===== config.mk =====
export PLATFORM = sky130hd
export DESIGN_NAME = down_timer_flat
export DESIGN_NICKNAME = d
export VERILOG_FILES = /design/src/rtl/down_timer_if.sv /design/src/rtl/down_timer.sv /design/src/flat_wrapper.sv
export SDC_FILE = /design/constraint.sdc
export NUM_CORES = 1
export LEC_CHECK = 0
export BUFFER_PORTS_ARGS = -buffer_cell sky130_fd_sc_hd__buf_2
export CAP_MARGIN = 15
export CORE_UTILIZATION = 55
export DETAILED_ROUTE_END_ITERATION = 16
export PLACE_DENSITY = 0.88
export SYNTH_ARGS = -nofsm -noshare
export SYNTH_HDL_FRONTEND = slang
export SYNTH_SLANG_ARGS = --single-unit

===== constraint.sdc =====
create_clock -name clk -period 5.26 [get_ports clk]
set_clock_uncertainty 0.1 [all_clocks]
set_input_delay 0.789 -clock clk [delete_from_list [all_inputs] [get_ports clk]]
set_output_delay 0.789 -clock clk [all_outputs]
set_load 0.01 [all_outputs]

===== src/rtl/down_timer_if.sv =====
// Port bundle for the down_timer: load/tick controls in, count and status flags out.
interface down_timer_if #(
    parameter int WIDTH = 8
);
    logic [WIDTH-1:0] data_in;
    logic             ld;
    logic             dec;
    logic             auto;
    logic [WIDTH-1:0] q;
    logic             zero;
    logic             tc;
    logic             busy;

    modport master (
        output data_in, ld, dec, auto,
        input  q, zero, tc, busy
    );

    modport slave (
        input  data_in, ld, dec, auto,
        output q, zero, tc, busy
    );
endinterface


===== src/rtl/down_timer.sv =====
// Loadable down-counting timer with a registered one-cycle terminal-count pulse
// and optional auto-reload from the last loaded period.
module down_timer #(
    parameter int WIDTH = 8
) (
    input  logic               clk,
    input  logic               rst,
    down_timer_if.slave        bus
);
    typedef enum logic [1:0] {
        S_IDLE    = 2'd0,
        S_RUN     = 2'd1,
        S_EXPIRED = 2'd2
    } state_e;

    state_e           state_q,  state_d;
    logic [WIDTH-1:0] count_q,  count_d;
    logic [WIDTH-1:0] reload_q, reload_d;
    logic             zero_q,   zero_d;
    logic             tc_q,     tc_d;
    logic             busy_q,   busy_d;

    // Next-state and next-output logic; ld takes priority over dec.
    always_comb begin
        state_d  = state_q;
        count_d  = count_q;
        reload_d = reload_q;
        tc_d     = 1'b0;

        if (bus.ld) begin
            count_d  = bus.data_in;
            reload_d = bus.data_in;
            if (bus.data_in != {WIDTH{1'b0}}) begin
                state_d = S_RUN;
            end else begin
                state_d = S_IDLE;
            end
        end else begin
            case (state_q)
                S_IDLE: begin
                    count_d = {WIDTH{1'b0}};
                end
                S_RUN: begin
                    if (bus.dec) begin
                        // The else branch also catches a stray 0 so the count can never wrap.
                        if (count_q > WIDTH'(1)) begin
                            count_d = count_q - WIDTH'(1);
                        end else if (bus.auto) begin
                            count_d = reload_q;
                            tc_d    = 1'b1;
                        end else begin
                            count_d = {WIDTH{1'b0}};
                            tc_d    = 1'b1;
                            state_d = S_EXPIRED;
                        end
                    end else begin
                        count_d = count_q;
                    end
                end
                S_EXPIRED: begin
                    count_d = {WIDTH{1'b0}};
                end
                default: begin
                    state_d = S_IDLE;
                    count_d = {WIDTH{1'b0}};
                end
            endcase
        end

        zero_d = (count_d == {WIDTH{1'b0}});
        busy_d = (state_d == S_RUN);
    end

    // State and output registers with synchronous reset.
    always_ff @(posedge clk) begin
        if (rst) begin
            state_q  <= S_IDLE;
            count_q  <= {WIDTH{1'b0}};
            reload_q <= {WIDTH{1'b0}};
            zero_q   <= 1'b1;
            tc_q     <= 1'b0;
            busy_q   <= 1'b0;
        end else begin
            state_q  <= state_d;
            count_q  <= count_d;
            reload_q <= reload_d;
            zero_q   <= zero_d;
            tc_q     <= tc_d;
            busy_q   <= busy_d;
        end
    end

    assign bus.q    = count_q;
    assign bus.zero = zero_q;
    assign bus.tc   = tc_q;
    assign bus.busy = busy_q;
endmodule


===== src/flat_wrapper.sv =====
// flat-port wrapper written by rule: the top's interface ports become plain ports
module down_timer_flat 
#(
    parameter int WIDTH = 8
)
  (clk, rst, bus_data_in, bus_ld, bus_dec, bus_auto, bus_q, bus_zero, bus_tc, bus_busy);
  down_timer_if #(.WIDTH(WIDTH)) bus_i ();
  input  logic clk;
  input  logic rst;
  input wire logic [$bits(bus_i.data_in)-1:0] bus_data_in;
  input wire logic [$bits(bus_i.ld)-1:0] bus_ld;
  input wire logic [$bits(bus_i.dec)-1:0] bus_dec;
  input wire logic [$bits(bus_i.auto)-1:0] bus_auto;
  output wire logic [$bits(bus_i.q)-1:0] bus_q;
  output wire logic [$bits(bus_i.zero)-1:0] bus_zero;
  output wire logic [$bits(bus_i.tc)-1:0] bus_tc;
  output wire logic [$bits(bus_i.busy)-1:0] bus_busy;
  assign bus_i.data_in = bus_data_in;
  assign bus_i.ld = bus_ld;
  assign bus_i.dec = bus_dec;
  assign bus_i.auto = bus_auto;
  assign bus_q = bus_i.q;
  assign bus_zero = bus_i.zero;
  assign bus_tc = bus_i.tc;
  assign bus_busy = bus_i.busy;
  down_timer #(.WIDTH(WIDTH)) u_core (.clk(clk), .rst(rst), .bus(bus_i));
endmodule

* After elaboration in Yosys (flattened, before gate mapping)
Index checks and enable logic that the tools add are counted.
** Storage, ports and cells
- Word-level logic and storage cells :: 30
- Output and inout port bits :: 11
- Register bits :: 21
- Input bits :: 13
** Operators by class
- $lt $le $gt $ge :: 1
- Add/sub/neg operators :: 1
- Bitwise gates (word level) :: 2
- Equal/unequal tests :: 3
- Reductions and logical operators :: 5
- Mux-type cells :: 12
** Operators with widths (number)
- $mux W8 :: 5
- $gt A8 B1 Y1 const B :: 1
- $logic_not A8 Y1 :: 1
- $mux W2 :: 4
- $reduce_bool A8 Y1 :: 1
- $sub A8 B1 Y8 const B :: 1
- $eq A2 B1 Y1 const B :: 2
- $pmux W2 S2 :: 1
- $reduce_or A4 Y1 :: 1
- $eq A2 B2 Y1 const B :: 1
- $logic_not A2 Y1 :: 1
- $mux W1 :: 2
- $not A1 Y1 :: 2
- $reduce_or A2 Y1 :: 1

* Logic depth before layout (Yosys ltp)
Gate-level depths: netlist of the first run.
- Depth after elaboration :: 6
- Depth in mapped cells :: 8
- Depth with buffers taken out :: 8

* Least setup slack after synthesis of the first run
OpenSTA, ideal clock, no wires.
- Path kind :: input port to flip-flop
- From :: input port bus_ld
- To :: register u_core.zero_q, in the netlist u_core.bus.zero
- Buffers on the path :: 0
- Required time :: 5.044 ns
- Path slack :: 2.836 ns
- Setup time :: 0.116 ns
- Cell stages on the path :: 6
- Arrival time :: 2.207 ns
- Path through :: nor3b_1 -> nand2_1 -> or4_1 -> nand3_1 -> and4bb_1 -> a41o_1
** Between the ends
- Word-level cells in the longest chain between the ends :: 2
** RTL lines
- start: declaration :: RTL line flat_wrapper.sv:11 : input wire logic [$bits(bus_i.ld)-1:0] bus_ld;
- $mux W8 :: RTL line down_timer.sv:30 : if (bus.ld) begin
- $logic_not A8 Y1 :: RTL line down_timer.sv:70 : zero_d = (count_d == {WIDTH{1'b0}});
- end signal: assignment :: RTL line down_timer.sv:87 : zero_q <= zero_d;
- end: declaration :: RTL line down_timer.sv:19 : logic zero_q, zero_d;
Every way passes these cells.
A chain may end at the register's enable or synchronous reset.

* Final worst setup path of the first run
- From :: register u_core.count_q[0], in the netlist u_core.bus.q[0]
- To :: register u_core.zero_q, in the netlist u_core.bus.zero
** Between the ends
- Word-level cells in the longest chain between the ends :: 6
- Elaborated cells between the ends (all ways) :: 7
- Those cells by class :: 1 x add/sub; 1 x order compare; 4 x mux; 1 x reduce/logical
** RTL lines
- start: declaration :: RTL line down_timer.sv:17 : logic [WIDTH-1:0] count_q, count_d;
- start signal: assignment :: RTL line down_timer.sv:78 : count_q <= {WIDTH{1'b0}};
- start signal: assignment :: RTL line down_timer.sv:85 : count_q <= count_d;
- $sub A8 B1 Y8 or $gt A8 B1 Y1 (tied branches) :: RTL line down_timer.sv:47, down_timer.sv:46
- $mux W8 :: RTL line down_timer.sv:46 : if (count_q > WIDTH'(1)) begin
- $mux W8 (*) :: RTL line down_timer.sv:44 : if (bus.dec) begin
- $mux W8 (*) :: RTL line down_timer.sv:39 : case (state_q)
- $mux W8 (*) :: RTL line down_timer.sv:30
- $logic_not A8 Y1 (*) :: RTL line down_timer.sv:70
Mark *: on every way between the ends. The rest lies on a longest branch, timed or not.

==> reports/qor.csv, run 1 <==
stage,metric,value,unit
die,dieWidth,47.4,µm
synthesis,netlist.area_leader.share,37.0,%
setup_path,worstSetupStartpointType,register,
drt,drt-initial-drc-count,71,
synthesis,yosysTopAreaCell,dfxtp_1,
layout,post-route-util,66.5,%
cts,clkLatencyLatePin,0.31,ns
cts,postCtsSetupRepairBufs,0,
cts,cts_resized,0,
global_route,antenna_found_initial,0,
cts,clock-root-buffer,clkbuf_4,
cts,cts_sinks,21,
synthesis,ys.flop_type,dfxtp_1,
cts,tritoncts,built,
setup_path,crit_path_end_kind,register,
sta,tightest_slew,0.411,ns
cts,ctsHtreeMaxLevel,1,
synthesis,synth_cells,139,
synthesis,ys_seq_elements,21,
power_and_ir_drop,clock_power_share,24.2,%
sta,holdWs,0.374,ns
power_and_ir_drop,pwr-share-seq,53.3,%
global_route,grt_pass1_vias,958,
power_and_ir_drop,switchingPower,0.000103,W
synthesis,seq_area_frac_synth,37.0,%
sta,finalSetupTns,0,ns
setup_path,worstPathCellList,"inv_1, ha_1, nor2_1, or4b_4, mux2i_1, o21ai_0, nor3b_1, a41o_1",
sta,finalCritPeriodShare,47.3,%
power_and_ir_drop,p_comb_share,22.4,%
power_and_ir_drop,p_per_area,258,nW/µm²
outcome,status,"complete, no violations",
drt,avgRoutedWirePerCell,14.8,µm
job,cap_violations,0,
layout,drive_gt1_share,19.8,%
cts,clk_pin_slew,0.12,ns
sta,hold_violations,0,
synthesis,synth_edf_count,0,
layout,nets,178,
cts,hold_buffers,0,
worst_hold_path,min_from,u_core.reload_q[5],
setup_path,crit_start,u_core.bus.q[0],
cts,cts_buffer_depth,2,
sta,setup_violations,0,
layout,area_growth_syn_to_layout,13.8,%
die,core_area,1940,µm²
synthesis,synthesis.area,1130,µm²
sta,max_freq,402,MHz
power_and_ir_drop,total_power,0.000333,W
drt,vias,1162,
placement,dpl.hpwl,2080,µm
drt,vias_per_cell,6.15,
setup_path,critical-path-top-delay-family,simple AND/OR/NAND/NOR gates,
global_route,grt_usage,28.5,%
die,rows,16,
sta,slew_viol_final,0,
setup_path,cp_data_arrival_time,2.65,ns
power_and_ir_drop,p_leak,0.548,nW
synthesis,synth_top_cells_by_count,"dfxtp_1, nand2_1, a21oi_1",
sta,grt_setup_unrepaired,false,
setup_path,r2r_start,u_core.bus.q[0],
synthesis,syn_avg_cell_area,8.16,µm²
worst_hold_path,hold_path.class,reg -> reg,
sta,period_minus_slack,2.49,ns
setup_path,crit_fanout,8,
synthesis,synthesis.nets,154,
placement,io_buffers,23,
drt,first_pass_iters,6,
drt,wl,2790,µm
power_and_ir_drop,vdd_drop_max,0.172,mV
synthesis,synth.top_cells.by_area,"dfxtp_1, nand2_1, a21oi_1, mux2i_1, nor2_1",
setup_path,cp_num_buf_inv,1,
die,die_y,47.4,µm
global_route,grt_max_degree,22,
setup_path,cp_slowest_cell,or4b_4,
die,start_util,58.4,%
power_and_ir_drop,intPower,0.000230,W
drt,drc,0,
global_route,overflow,0,
setup_path,critical_path_class,reg -> reg,
setup_path,crit_required,5.42,ns
die,io_pins,24,
cts,numCtsBuffers,3,
synthesis,yosysUniqueCellTypes,41,
drt,ant_nets,0,
die,dieArea,2250,µm²
setup_path,critical_path.max_stage_delay,0.54,ns
placement,gp_congestion,0.922,
sta,slew_headroom,72.5,%
layout,num_antenna_cells,0,
synthesis,async_reset_ff_share,0,%
global_route,grt_pass1_wl,4400,µm
synthesis,yosys_warnings,0,
power_and_ir_drop,swShare,30.9,%
-- per-stage QoR --
step / worst slack (ns) / cell area (µm²) / instances
floorplan: 2.84 / 1130 / 139
global placement: 2.58 / 1260 / 185
detailed placement: 2.52 / 1260 / 185
CTS: 2.81 / 1290 / 189
global route: 2.63 / 1290 / 189
finish: 2.77 / 1290 / 189
-- cell usage in the layout (no fill, tap or decap), types with 2 or more instances in the layout --
cell and n:
and2_1 2, buf_2 23, ha_1 2, nand2_1 21, nor3b_1 6, or4_1 3
inv_1 5, xnor2_1 2, nor2_1 12, mux2i_1 5, o21ai_0 8, o31ai_1 2
nor3_1 2, nand3_1 5, clkbuf_4 3, or3_1 2, a21oi_1 13, nor4_1 2
dfxtp_1 21
-- power by group through the flow --
stage          clock network, W  registers [W]   logic, W
2_1_floorplan                 0       0.000181  0.0000503
3_3_place_gp                  0       0.000180  0.0000716
4_1_cts               0.0000798       0.000177  0.0000737
3_5_place_dp                  0       0.000181  0.0000732
6_report              0.0000808       0.000178  0.0000748
5_1_grt               0.0000868       0.000179  0.0000828
-- state kept, by name, indices dropped and copies added, names as in the netlist --
register         flops
u_core.bus.tc        1
u_core.state_q       2
u_core.reload_q      8
u_core.bus.busy      1
u_core.bus.q         8
u_core.bus.zero      1
-- cells by family (layout without fill, tap and decap cells) --
logic type / after synthesis / after routing / synth area share [%]
simple gates: 67 / 67 / 33.7
compound gates: 32 / 32 / 17.1
flops: 21 / 21 / 37.0
buf+inv: 10 / 33 / 3.97
mux: 5 / 5 / 4.41
fa+ha+maj: 2 / 2 / 2.20
xor+xnor: 2 / 2 / 1.54
-- final timing paths --
path,depth (start not counted),slack [ns],end
hold reg to reg,2,0.37,u_core.reload_q[5]
setup / recovery,8,2.77,u_core.bus.zero
setup reg to reg,8,2.77,u_core.bus.zero
hold / removal,2,0.37,u_core.reload_q[5]
-- worst reg2reg max path, stage by stage, from the launching register on --
cell and delay [ns]:
dfxtp_1 0.43, inv_1 0.10, ha_1 0.29, nor2_1 0.12, or4b_4 0.54, mux2i_1 0.14
o21ai_0 0.21, nor3b_1 0.30, a41o_1 0.22
-- area by class of cell --
class / instances / area [µm²]
Fill cell: 185 / 651
Sequential cell: 21 / 420
Timing Repair Buffer: 24 / 123
Tap cell: 27 / 33.8
Inverter: 5 / 18.8
Clock buffer: 4 / 26.3
Multi-Input combinational cell: 108 / 669
-- routing by layer --
layer,up-vias,wire length (µm),part of all wire [%],GRT usage (%)
li1,547,-,-,-
met1,521,1160,42,38.2
met2,81,1280,46,45.2
met3,13,284,10,6.79
met4,0,67,2.4,9.14
met5,-,0,0,0
(Power assumes the default switching activity.)
==> run 2, diff against run 1 <==
--- a/config.mk
+++ b/config.mk
@@ -5,11 +5,13 @@
 export SDC_FILE = /design/constraint.sdc
 export NUM_CORES = 1
 export LEC_CHECK = 0
+export ABC_AREA = 1
 export BUFFER_PORTS_ARGS = -buffer_cell sky130_fd_sc_hd__buf_2
 export CAP_MARGIN = 15
-export CORE_UTILIZATION = 55
+export CORE_ASPECT_RATIO = 1.75
+export CORE_UTILIZATION = 53
 export DETAILED_ROUTE_END_ITERATION = 16
-export PLACE_DENSITY = 0.88
+export PLACE_DENSITY = 0.85
 export SYNTH_ARGS = -nofsm -noshare
 export SYNTH_HDL_FRONTEND = slang
 export SYNTH_SLANG_ARGS = --single-unit
==> constraint.sdc (replaced) <==
create_clock -name clk -period 2.3 [get_ports clk]
set_clock_uncertainty 0.1 [all_clocks]
set_input_delay 0.345 -clock clk [delete_from_list [all_inputs] [get_ports clk]]
set_output_delay 0.345 -clock clk [all_outputs]
set_load 0.01 [all_outputs]
==> run 2 against run 1 <==
Compared with the run above: die area increased by 11%; first-iteration DRC count decreased by 30%; wire length grew 10%; synthesized area grew 7.1%; critical path depth increased by 5; critical endpoint unchanged; largest cell class unchanged.
==> reports/qor.csv, run 2 <==
stage,metric,value,unit,change
power_and_ir_drop,p_leak,0.680,nW,was 0.548 nW
cts,hold_buffers,0,,unchanged
synthesis,synth_top_cells_by_count,"nand2_1, a21oi_1, dfxtp_1",,"was dfxtp_1, nand2_1, a21oi_1"
synthesis,synth_edf_count,0,,unchanged
sta,max_freq,491,MHz,was 402 MHz
synthesis,seq_area_frac_synth,34.6,%,was 37.0%
sta,slew_viol_final,0,,unchanged
cts,clkLatencyLatePin,0.30,ns,was 0.31 ns
drt,vias_per_cell,5.48,,was 6.15
setup_path,cp_slowest_cell,dfxtp_1,,was or4b_4
synthesis,synth_xor_xnor_area_share,0.721,%,was 1.54%
placement,gp_congestion,0.880,,was 0.922
setup_path,critical_path_class,reg -> reg,,unchanged
layout,num-fill-cells,204,,was 185
drt,drc,0,,unchanged
cts,clock-root-buffer,clkbuf_4,,unchanged
die,core_area,2120,µm²,was 1940 µm²
cts,cts_resized,0,,unchanged
sta,tightest_slew,0.364,ns,was 0.411 ns
drt,vias,1278,,"was 1,162"
global_route,antenna_found_initial,0,,unchanged
placement,place_inst,229,,was 185
die,dieArea,2500,µm²,was 2250 µm²
drt,wl,3080,µm,was 2790 µm
synthesis,synthAdderAreaFrac,2.06,%,was 2.21%
synthesis,ys_seq_elements,21,,unchanged
outcome,status,"complete, no violations",,unchanged
setup_path,crit_required,2.46,ns,was 5.42 ns
power_and_ir_drop,p_per_area,584,nW/µm²,was 258 nW/µm²
die,start_util,57.3,%,was 58.4%
global_route,grt_pass1_vias,1199,,was 958
setup_path,crit_fanout,6,,was 8
cts,cts_buffer_depth,2,,unchanged
synthesis,synthMuxAreaShare,0,%,was 4.41%
layout,area_growth_syn_to_layout,9.48,%,was 13.8%
synthesis,synthesis.area,1210,µm²,was 1130 µm²
layout,layout_common_cells,"nand2_1, buf_2, a21oi_1",,"was buf_2, nand2_1, dfxtp_1"
job,cap_violations,0,,unchanged
drt,first_pass_iters,6,,unchanged
synthesis,netlist.area_leader.share,34.6,%,was 37.0%
sta,period_minus_slack,2.04,ns,was 2.49 ns
global_route,grt_pass1_wl,4980,µm,was 4400 µm
global_route,grt_max_degree,22,,unchanged
drt,ant_nets,0,,unchanged
die,io_pins,24,,unchanged
synthesis,synth_top_family_by_area,simple AND/OR/NAND/NOR gates,,unchanged
synthesis,synth.most_common_cell,nand2_1,,
global_route,grt_usage,27.6,%,was 28.5%
synthesis,syn_avg_cell_area,6.46,µm²,was 8.16 µm²
drt,drt-initial-drc-count,50,,was 71
cts,numCtsBuffers,3,,unchanged
cts,postCtsSetupRepairBufs,0,,unchanged
global_route,overflow,0,,unchanged
synthesis,synth-simple-area-share,40.7,%,was 33.7%
layout,num_antenna_cells,0,,unchanged
sta,slew_headroom,75.8,%,was 72.5%
synthesis,yosysTopAreaCell,dfxtp_1,,unchanged
setup_path,cp_data_arrival_time,2.20,ns,was 2.65 ns
sta,finalCritPeriodShare,88.6,%,was 47.3%
cts,clk_pin_slew,0.11,ns,was 0.12 ns
sta,hold_violations,0,,unchanged
synthesis,async_reset_ff_share,0,%,unchanged
setup_path,cp_common_cell,nand2_1,,
synthesis,synth.top_cells.by_area,"dfxtp_1, nand2_1, a21oi_1, nand3_1, nor2_1",,"was dfxtp_1, nand2_1, a21oi_1, mux2i_1, nor2_1"
layout,drive_gt1_share,17.2,%,was 19.8%
die,dieWidth,38.2,µm,was 47.4 µm
setup_path,worstSetupStartpointType,register,,unchanged
setup_path,crit_path_end_kind,register,,unchanged
sta,setup_violations,0,,unchanged
sta,grt_setup_unrepaired,false,,unchanged
cts,ctsHtreeMaxLevel,1,,unchanged
die,rows,22,,was 16
sta,finalSetupTns,0,ns,unchanged
layout,nets,225,,was 178
synthesis,synth_compound_gate_area_share,11.4,%,was 17.1%
worst_hold_path,hold_path.class,in -> reg,,was reg -> reg
synthesis,ys.flop_type,dfxtp_1,,unchanged
layout,final_cells,233,,was 189
synthesis,synthesis.nets,203,,was 154
cts,cts_sinks,21,,unchanged
power_and_ir_drop,vdd_drop_max,0.387,mV,was 0.172 mV
die,die_y,65.3,µm,was 47.4 µm
setup_path,worstPathCellList,"inv_1, ha_1, nor2_1, nor2_1, nand2_1, nand2_1, nand2_1, nand2_1, a21oi_2, nand2_1, nor2_1, nand3_1, nand2_1",,"was inv_1, ha_1, nor2_1, or4b_4, mux2i_1, o21ai_0, nor3b_1, a41o_1"
synthesis,yosys_warnings,0,,unchanged
placement,dpl.hpwl,2390,µm,was 2080 µm
drt,avgRoutedWirePerCell,13.2,µm,was 14.8 µm
synthesis,yosysUniqueCellTypes,23,,was 41
setup_path,critical_path.max_stage_delay,0.40,ns,was 0.54 ns
placement,io_buffers,23,,unchanged
layout,layout_commonest_cell,nand2_1,,was buf_2
cts,tritoncts,built,,unchanged
synthesis,synth_cells,188,,was 139
-- run 2: cell count changes after synthesis, sizes merged, moves of 6 or more --
cell	before	now
a21oi	13	23
inv	5	19
nand2	21	67
nand3	5	19
nor2	12	20
nor3b	6	0
-- run 2: area by class of cell --
type,count,area (µm²),share of cell area (%)
Clock buffer,4,26.3,1.98
Sequential cell,21,420,31.6
Tap cell,24,30.0,2.26
Timing Repair Buffer,23,115,8.65
Inverter,19,71.3,5.36
Multi-Input combinational cell,142,667,50.1
-- run 2: cells by family (layout without fill, tap and decap cells) --
logic type,after synthesis,after routing
AO/OA/AOI/OAI,27,27
XOR/XNOR,1,1
adder cells (fa/ha/maj),2,2
buffers and inverters,25,46
flip-flops,21,21
AND/OR/NAND/NOR,112,112
-- run 2: worst paths after layout --
| path | end | slack (ns) | depth (start not counted) | start |
|---|---|---|---|---|
| min reg2reg | u_core.reload_q[5] | 0.38 | 2 | u_core.reload_q[5] |
| min | u_core.reload_q[0] | 0.23 | 3 | bus_data_in[0] |
| max | u_core.bus.zero | 0.26 | 13 | u_core.bus.q[0] |
| max reg2reg | u_core.bus.zero | 0.26 | 13 | u_core.bus.q[0] |
-- run 2: layer usage --
metal	up-vias	share of wire (%)	GRT usage (%)
li1	641	-	-
met1	576	38	28.7
met2	49	55	51.1
met3	12	4.0	2.36
met4	0	2.5	13.4
met5	-	0	0
-- run 2: power by group --
| group | switching [W] | total [W] | internal [W] |
|---|---|---|---|
| logic | 0.000134 | 0.000205 | 0.0000709 |
| clock network | 0.000106 | 0.000174 | 0.0000678 |
| registers | 0.0000149 | 0.000398 | 0.000383 |
-- run 2: worst max-delay path: cells and delay by family, from the launching register on --
kind | cells | cell delay [ns]
DFF | 1 | 0.40
buffers and inverters | 1 | 0.13
adders and majority gates | 1 | 0.29
and+or+nand+nor | 10 | 0.89
AOI/OAI and AO/OA | 1 | 0.18
-- run 2: per-stage QoR --
| stage | instance area [µm²] | worst slack [ns] | hold slack, ns | power (W) | utilization (%) |
|---|---|---|---|---|---|
| global route | 1330 | 0.108 | 0.238 | 0.000817 | 62.8 |
| global placement | 1300 | 0.397 | 0.351 | 0.000599 | 61.5 |
| finish | 1330 | 0.262 | 0.232 | 0.000777 | 62.8 |
| floorplan | 1210 | 0.541 | 0.323 | 0.000557 | - |
| CTS | 1330 | 0.289 | 0.231 | 0.000776 | 62.8 |
| detailed placement | 1300 | 0.318 | 0.356 | 0.000607 | 61.5 |
